--- src/rtl/jtbubl_sndcomm_pkg.sv ---
// Shared constants for the Bubble Bobble main/sound communication block:
// comm window base and the per-offset register codes.
package jtbubl_sndcomm_pkg;

    localparam logic [7:0] COMM_BASE   = 8'hB0;

    localparam logic [1:0] OFS_LATCH   = 2'd0;
    localparam logic [1:0] OFS_STATUS  = 2'd1;
    localparam logic [1:0] OFS_NMI_ON  = 2'd1;
    localparam logic [1:0] OFS_NMI_OFF = 2'd2;

    localparam logic [7:0] OPEN_BUS    = 8'hff;

    // Unused status bits read back as ones, like an undriven bus.
    function automatic logic [7:0] status_byte(input logic main_pend, input logic snd_flag);
        return {6'h3f, main_pend, snd_flag};
    endfunction

endpackage

--- src/rtl/jtbubl_sndcomm_edge.sv ---
// Registered edge detector: rise/fall pulses are one cycle wide and appear
// one cycle after the input transition is sampled.
module jtbubl_sndcomm_edge #(
    parameter logic IDLE = 1'b0
) (
    input  logic i_clk,
    input  logic i_rst,
    input  logic i_sig,
    output logic o_rise,
    output logic o_fall
);

    logic r_prev;
    logic r_rise;
    logic r_fall;

    always_ff @(posedge i_clk) begin
        if (i_rst) begin
            r_prev <= IDLE;
            r_rise <= 1'b0;
            r_fall <= 1'b0;
        end else begin
            r_prev <= i_sig;
            r_rise <= i_sig & ~r_prev;
            r_fall <= ~i_sig & r_prev;
        end
    end

    assign o_rise = r_rise;
    assign o_fall = r_fall;

endmodule

--- src/rtl/jtbubl_sndcomm.sv ---
// Main-to-sound and sound-to-main byte mailbox with status flags and a
// maskable sound-CPU NMI, mapped at 0xB000-0xB0FF of the sound CPU.
module jtbubl_sndcomm (
    input  logic        clk24,
    input  logic        rst,
    input  logic [7:0]  snd_latch,
    input  logic        snd_stb,
    input  logic        snd_rstn,
    input  logic [15:0] snd_addr,
    input  logic        snd_mreq_n,
    input  logic        snd_rd_n,
    input  logic        snd_wr_n,
    input  logic [7:0]  snd_dout,
    output logic        comm_cs,
    output logic [7:0]  comm_dout,
    output logic [7:0]  main_latch,
    output logic        main_stb,
    output logic        snd_flag,
    output logic        snd_nmi_n
);

    import jtbubl_sndcomm_pkg::*;

    logic       w_stb_rise;
    logic       w_rd_fall;
    logic       w_wr_fall;
    logic       w_unused_stb_fall;
    logic       w_unused_rd_rise;
    logic       w_unused_wr_rise;
    logic       w_unused_addr;
    logic       w_comm_cs;
    logic [1:0] w_ofs;
    logic       w_rd_clr;
    logic       w_wr_act;
    logic [7:0] w_rd_mux;

    logic [7:0] r_main_byte;
    logic [7:0] r_main_latch;
    logic       r_main_stb;
    logic       r_snd_flag;
    logic       r_main_pend;
    logic       r_nmi_en;
    logic       r_nmi_pend;
    logic       r_nmi_n;
    logic [7:0] r_comm_dout;

    jtbubl_sndcomm_edge #(.IDLE(1'b0)) u_stb_edge (
        .i_clk  (clk24),
        .i_rst  (rst),
        .i_sig  (snd_stb),
        .o_rise (w_stb_rise),
        .o_fall (w_unused_stb_fall)
    );

    jtbubl_sndcomm_edge #(.IDLE(1'b1)) u_rd_edge (
        .i_clk  (clk24),
        .i_rst  (rst),
        .i_sig  (snd_rd_n),
        .o_rise (w_unused_rd_rise),
        .o_fall (w_rd_fall)
    );

    jtbubl_sndcomm_edge #(.IDLE(1'b1)) u_wr_edge (
        .i_clk  (clk24),
        .i_rst  (rst),
        .i_sig  (snd_wr_n),
        .o_rise (w_unused_wr_rise),
        .o_fall (w_wr_fall)
    );

    assign w_unused_addr = ^snd_addr[7:2];
    assign w_comm_cs     = ~snd_mreq_n & (snd_addr[15:8] == COMM_BASE);
    assign w_ofs         = snd_addr[1:0];
    // Bus edges act at the cycle after detection, qualified by the current address.
    assign w_rd_clr      = w_rd_fall & w_comm_cs & (w_ofs == OFS_LATCH) & snd_rstn;
    assign w_wr_act      = w_wr_fall & w_comm_cs & snd_rstn;

    always_comb begin
        w_rd_mux = OPEN_BUS;
        case (w_ofs)
            OFS_LATCH:  w_rd_mux = r_main_byte;
            OFS_STATUS: w_rd_mux = status_byte(r_main_pend, r_snd_flag);
            default:    w_rd_mux = OPEN_BUS;
        endcase
    end

    always_ff @(posedge clk24) begin
        if (rst) begin
            r_main_byte  <= '0;
            r_main_latch <= '0;
            r_main_stb   <= 1'b0;
            r_snd_flag   <= 1'b0;
            r_main_pend  <= 1'b0;
            r_nmi_en     <= 1'b0;
            r_nmi_pend   <= 1'b0;
            r_nmi_n      <= 1'b1;
            r_comm_dout  <= OPEN_BUS;
        end else begin
            // A new main byte beats a simultaneous acknowledge read.
            if (w_stb_rise) begin
                r_main_byte <= snd_latch;
                r_snd_flag  <= 1'b1;
                r_nmi_pend  <= 1'b1;
            end else if (w_rd_clr) begin
                r_snd_flag  <= 1'b0;
                r_nmi_pend  <= 1'b0;
            end

            r_comm_dout <= snd_rstn ? w_rd_mux : OPEN_BUS;

            if (!snd_rstn) begin
                r_nmi_en    <= 1'b0;
                r_main_pend <= 1'b0;
                r_main_stb  <= 1'b0;
                r_nmi_n     <= 1'b1;
            end else begin
                r_main_stb <= w_wr_act && (w_ofs == OFS_LATCH);
                if (w_wr_act && (w_ofs == OFS_LATCH))
                    r_main_latch <= snd_dout;

                if (w_wr_act && (w_ofs == OFS_NMI_ON))
                    r_nmi_en <= 1'b1;
                else if (w_wr_act && (w_ofs == OFS_NMI_OFF))
                    r_nmi_en <= 1'b0;

                if (r_main_stb)
                    r_main_pend <= 1'b1;
                else if (w_stb_rise)
                    r_main_pend <= 1'b0;

                r_nmi_n <= ~(r_nmi_en & r_nmi_pend);
            end
        end
    end

    assign comm_cs    = w_comm_cs;
    assign comm_dout  = r_comm_dout;
    assign main_latch = r_main_latch;
    assign main_stb   = r_main_stb;
    assign snd_flag   = r_snd_flag;
    assign snd_nmi_n  = r_nmi_n;

endmodule
--- config.mk ---
export PLATFORM = sky130hd
export DESIGN_NAME = jtbubl_sndcomm
export DESIGN_NICKNAME = d
export VERILOG_FILES = /design/src/rtl/jtbubl_sndcomm_pkg.sv /design/src/rtl/jtbubl_sndcomm_edge.sv /design/src/rtl/jtbubl_sndcomm.sv
export SDC_FILE = /design/constraint.sdc
export NUM_CORES = 1
export LEC_CHECK = 0
export CORE_ASPECT_RATIO = 0.8
export CORE_MARGIN = 5
export CORE_UTILIZATION = 35
export CTS_BUF_LIST = sky130_fd_sc_hd__clkbuf_16
export CTS_CLUSTER_DIAMETER = 150
export DETAILED_ROUTE_END_ITERATION = 16
export PLACE_DENSITY = 0.7
export SETUP_SLACK_MARGIN = 0.05
export SYNTH_ARGS = -nofsm -noshare
export SYNTH_HDL_FRONTEND = slang
export SYNTH_SLANG_ARGS = --single-unit
--- constraint.sdc ---
create_clock -name clk24 -period 2.2 [get_ports clk24]
set_input_delay 0.44 -clock clk24 [delete_from_list [all_inputs] [get_ports clk24]]
set_output_delay 0.44 -clock clk24 [all_outputs]
set_load 0.05 [all_outputs]
## Word-level counts from Yosys, hierarchy flattened

Cells that the tools add are included.

| word-level totals | value |
|---|---|
| output and inout port bits | 20 |
| register bits | 35 |
| input port bits | 39 |

| operators by class | value |
|---|---|
| reduce and logical (&&, ||, !) cells | 9 |
| equal/unequal tests | 3 |
| bitwise logic cells | 16 |
| mux-type cells | 7 |

Operators by type and width:

| operator | number |
|---|---|
| one-hot mux 8 bit (2 select lines) | 1 |
| AND 1 bit | 10 |
| equality test 8 bit, second input constant | 1 |
| two-way mux 1 bit | 6 |
| inverter 1 bit | 6 |
| nonzero test 2 bit | 3 |
| logical AND 1 bit | 3 |
| equality test 2 x 1 -> 1 bit, second input constant | 1 |
| equality test 2 bit, second input constant | 1 |
| logical NOT 2 bit | 1 |
| AND reduction 2 bit | 1 |
| OR reduction 2 bit | 1 |

## Logic depth before layout (Yosys ltp)

| logic depth | value |
|---|---|
| depth in word-level cells | 7 |
| depth in mapped cells | 4 |
| depth with buffers taken out | 3 |

## By module

A second synthesis with hierarchy kept.

| unflattened totals | value |
|---|---|
| cells, all modules | 124 |
| area total of the unflattened synthesis | 1395.1 um2 |

Modules (own cells, without submodules):

| module | area an instance (um2) | instances | cells an instance |
|---|---|---|---|
| jtbubl_sndcomm | 1121.1 | 1 | 106 |
| jtbubl_sndcomm_edge | 91.3 | 3 | 6 |

## Worst setup path after synthesis

No wires, ideal clock.

| timing | value |
|---|---|
| kind | input to register |
| start | input snd_addr[9] |
| end | register r_main_latch[0], in the netlist main_latch[0] |
| cell stages on the path | 3 |
| slack | 396 ps |
| data arrival time | 1732 ps |
| cells stage by stage | or4b_4 nor4_4 mux2i_1 |

| on the way | value |
|---|---|
| longest elaborated chain between the ends | 6 |

RTL lines:

| what | line | RTL |
|---|---|---|
| start, declared | jtbubl_sndcomm.sv:9 | `input logic [15:0] snd_addr,` |
| equality test 8 bit | jtbubl_sndcomm.sv:72 | `assign w_comm_cs = ~snd_mreq_n & (snd_addr[15:8] == COMM_BASE);` |
| AND 1 bit | jtbubl_sndcomm.sv:72 |  |
| AND 1 bit (2 in series) | jtbubl_sndcomm.sv:76 | `assign w_wr_act = w_wr_fall & w_comm_cs & snd_rstn;` |
| logical AND 1 bit | jtbubl_sndcomm.sv:118 | `if (w_wr_act && (w_ofs == OFS_LATCH))` |
| AND reduction 2 bit (no source line) | -- |  |
| end signal, assigned | jtbubl_sndcomm.sv:119 | `r_main_latch <= snd_dout;` |
| end, declared | jtbubl_sndcomm.sv:38 | `logic [7:0] r_main_latch;` |

Every way passes these cells.
A chain may end at the register's enable or synchronous reset.

## Worst setup path after layout

| timing | value |
|---|---|
| start | input snd_mreq_n |
| end | output comm_cs |

| on the way | value |
|---|---|
| longest elaborated chain between the ends | 2 |

RTL lines:

| what | line | RTL |
|---|---|---|
| start, declared | jtbubl_sndcomm.sv:10 | `input logic snd_mreq_n,` |
| inverter 1 bit | jtbubl_sndcomm.sv:72 |  |
| AND 1 bit | jtbubl_sndcomm.sv:72 |  |
| end, declared | jtbubl_sndcomm.sv:14 | `output logic comm_cs,` |

Every way passes these cells.

==> results.toml <==
[run_status]
run_status = "finished clean"

[worst_setup_path]
cp_data_required_time_ns = 1.76
worst-path-buf-inv = 2
crit_path_slowest_cell = "sky130_fd_sc_hd__clkdlybuf4s50_1"
start_kind = "primary input"
criticalPathCategory = "in -> out"
worst-r2r-setup-slack_ns = 0.67
worstSetupEndpointType = "output pin"
worst_r2r_path_depth = 4
cp_slowest_stage_delay_ns = 0.40
timing.critical_path.depth = 5
crit-reg2reg-launch = "u_wr_edge.o_fall$_SDFF_PP0_"
worst_path_dominant_cell_family = "simple AND/OR/NAND/NOR gates"
crit_fanout = 3
critical_path.reg2reg.endpoint = "main_latch[2]$_SDFFE_PP0P_"
worst_path_arrival_time_ns = 1.58
sequence_of_cells_on_the_critical_path = "clkdlybuf4s50_1 > nand4bb_1 > nor2_1 > and2_1 > buf_12"

[floorplan]
die_width_um = 77.81
start_util_pct = 36.84
dieArea_um2 = 4999
core_area_um2 = 3495
fp-row-count = 19
floorplan.io_pins = 59
die_h_um = 64.25

[final_layout]
post_route_cells_drive_above_1_share_pct = 8.791
nNetsFinal = 222
fin_area_um2 = 2049
antenna_cells_inserted = 0
final-instance-count-excl-fill = 224
syn_to_final_growth_pct = 59.18

[detailed_routing]
avgRoutedWirePerCell_um = 12.90
ant_nets = 0
post_drt_via_cell_ratio = 4.527
wirelength_um = 2890
drt_iter0_drc = 33
routed-via-count = 1014
detailedRoute.firstPassIterationCount = 4
drcViolationCount = 0

[synthesis]
synth_area_um2 = 1287
post_synth_and_or_nand_nor_area_fraction_pct = 28.09
synthAdderAreaFrac_pct = 0
synth-compound-area-share_pct = 1.749
synth_xor_area_share_pct = 0
netlist_cell_types = 23
yosys-top-cells-area = "sky130_fd_sc_hd__dfxtp_1, sky130_fd_sc_hd__mux2i_1, sky130_fd_sc_hd__nand2b_1, sky130_fd_sc_hd__nor2_1, sky130_fd_sc_hd__nor2b_1"
largest_family_of_logic_cells_by_synthesized_area = "simple AND/OR/NAND/NOR gates"
post-synth-top-area-cell = "sky130_fd_sc_hd__dfxtp_1"
syn_nets = 160
seq_area_frac_synth_pct = 54.42
post_synth.cell_area_avg_um2 = 10.64
muxShareOfSynthArea_pct = 13.99
synthesis.instances = 121
synthesis_warning_total = 0
synth_largest_type_area_fraction_pct = 54.42
postSynthRegisterBits = 35

[clocking]
cts.sinks = 35
clock_pin_slew_on_the_worst_setup_and_hold_paths_ns = 0.05
htreeDepth = 2
cts_made_buffers = 5
cts_repair_resize_count = 0
holdBufCountCts = 0
clk_path_buf_depth = 2
tritoncts = "yes"
clkLatencyLatePin_ns = 0.27
postCtsSetupRepairBufs = 0
clockRootBuffer = "sky130_fd_sc_hd__clkbuf_16"

[power]
power_leakage_nw = 0.7748
irDropWorstVdd_v = 0.0003996
cellPowerDensity_nw_per_um2 = 702.8

[worst_hold_path]
whs_endpoint = "u_stb_edge.o_rise$_SDFF_PP0_"
min_delay_path_depth = 1
holdCritStartpoint = "u_stb_edge.r_prev$_SDFF_PP0_"
min_path_type = "reg -> reg"

[timing]
timing_hold_violations_final = 0
grt_setup_unrepaired = "false"
layout_worst_path_cycle_share_pct = 92.04
tightestPinTransition_ns = 0.5649
final.setup_skew_ns = 0.003471
final.setup.tns_ns = 0
worst_slew_margin_rel_pct = 62.29
fin_crit_ns = 2.025
maxSlewViolCount = 0
setup_violations = 0
max_clock_freq_mhz = 493.9
final_hold_slack_ns = 0.3787

[place]
detailed_place.area_um2 = 1921
rd_place_congestion = 0.6625
dp.cells = 218
buffers_added_on_ports = 52
detailedPlacementHpwl_um = 2165

[global_route]
wire_length_of_the_first_global_routing_pass_um = 4850
overflow_after_grt = 0
vias_in_the_first_global_route = 1077
grt_use_total_pct = 12.38
grt_start_max_net_pins = 30
grt_antenna_before_repair = 0

[flow_run]
maxCapViolCount = 0
worst register-to-register path, delay by kind of cell (launching register included):
family                 cells  cell delay [ns]
DFF                        1             0.33
muxes                      1             0.18
and+or+nand+nor            2             0.77
buffers and inverters      1             0.18
Yosys cell counts, drive strengths merged:
master	count
nor3	1
inv	2
nand4bb	1
or3b	1
nand2	4
o21a	1
mux2i	18
nor4	2
nor2b	5
or2	2
nor2	12
and4	1
o22ai	1
or3	1
a311oi	1
nor3b	2
nand2b	24
clkbuf	4
dfxtp	35
or4b	1
and2	1
nand3	1
layout make-up:
class / instances / area [um2]
clock buffer: 5 / 125.1
clock inverter: 1 / 3.754
fill: 299 / 1445
inverter: 2 / 7.507
multi-input combinational: 80 / 564.3
sequential: 35 / 700.7
tap: 42 / 52.55
timing repair buffer: 59 / 595.6
cell usage in the layout, fill, tap and decap left out:
| cell | netlist | routed |
|---|---|---|
| sky130_fd_sc_hd__o22ai_1 | 1 | 1 |
| sky130_fd_sc_hd__nand4bb_1 | 1 | 1 |
| sky130_fd_sc_hd__nand2b_1 | 24 | 24 |
| sky130_fd_sc_hd__mux2i_1 | 18 | 18 |
| sky130_fd_sc_hd__and4_1 | 1 | 1 |
| sky130_fd_sc_hd__or4b_4 | 1 | 1 |
| sky130_fd_sc_hd__buf_4 | 0 | 6 |
| sky130_fd_sc_hd__nor2b_1 | 5 | 5 |
| sky130_fd_sc_hd__nor4_4 | 1 | 1 |
| sky130_fd_sc_hd__inv_1 | 2 | 3 |
| sky130_fd_sc_hd__or2_1 | 2 | 2 |
| sky130_fd_sc_hd__dfxtp_1 | 35 | 35 |
| sky130_fd_sc_hd__nand2_1 | 4 | 4 |
| sky130_fd_sc_hd__nor3_1 | 1 | 1 |
| sky130_fd_sc_hd__nor2_1 | 12 | 12 |
| sky130_fd_sc_hd__buf_12 | 0 | 2 |
| sky130_fd_sc_hd__o21a_1 | 1 | 1 |
| sky130_fd_sc_hd__or3b_2 | 1 | 1 |
| sky130_fd_sc_hd__nand3_1 | 1 | 1 |
| sky130_fd_sc_hd__nor3b_1 | 2 | 2 |
| sky130_fd_sc_hd__clkdlybuf4s50_1 | 0 | 51 |
| sky130_fd_sc_hd__and2_1 | 1 | 1 |
| sky130_fd_sc_hd__clkbuf_16 | 0 | 5 |
| sky130_fd_sc_hd__a311oi_1 | 1 | 1 |
| sky130_fd_sc_hd__nor4_1 | 1 | 1 |
| sky130_fd_sc_hd__or3_1 | 1 | 1 |
power breakdown:
group	total (mW)	switching [mW]	internal, mW
logic	0.147	0.0575	0.0891
clock network	0.629	0.228	0.401
registers	0.664	0.0109	0.653
logic make-up (layout without fill, tap and decap cells):
kind of cell           count (synthesis)  after routing
flip-flops                            35             35
multiplexers                          18             18
AO/OA/AOI/OAI                          3              3
buffers and inverters                  6             67
AND/OR/NAND/NOR                       59             59
through the flow:
| stage | setup WS [ns] | utilization (%) | power, mW |
|---|---|---|---|
| after floorplan | 0.3961 | - | 0.7385 |
| after global placement | 0.09076 | 54.96 | 0.8215 |
| after detailed placement | 0.04306 | 54.96 | 0.8242 |
| after CTS | 0.1641 | 58.65 | 1.456 |
| after global routing | 0.1121 | 58.65 | 1.500 |
| final | 0.1752 | 58.65 | 1.440 |
per-layer routing:
metal	track usage [%]	wire, um	vias to the layer above
li1	-	-	527
met5	0	0	-
met2	21.15	1465	19
met1	13.50	1218	463
met4	4.506	46	0
met3	5.618	159	5
worst max path at each step:
stage	to	start	slack, ns
finish	comm_cs	snd_mreq_n	0.18
global route	comm_cs	snd_mreq_n	0.11
CTS	comm_cs	snd_mreq_n	0.16
detailed placement	main_latch[2]$_SDFFE_PP0P_	snd_addr[9]	0.04
global placement	main_latch[6]$_SDFFE_PP0P_	snd_addr[9]	0.09
floorplan	main_latch[0]$_SDFFE_PP0P_	snd_addr[9]	0.40
Power figures use the tool's default switching activity.
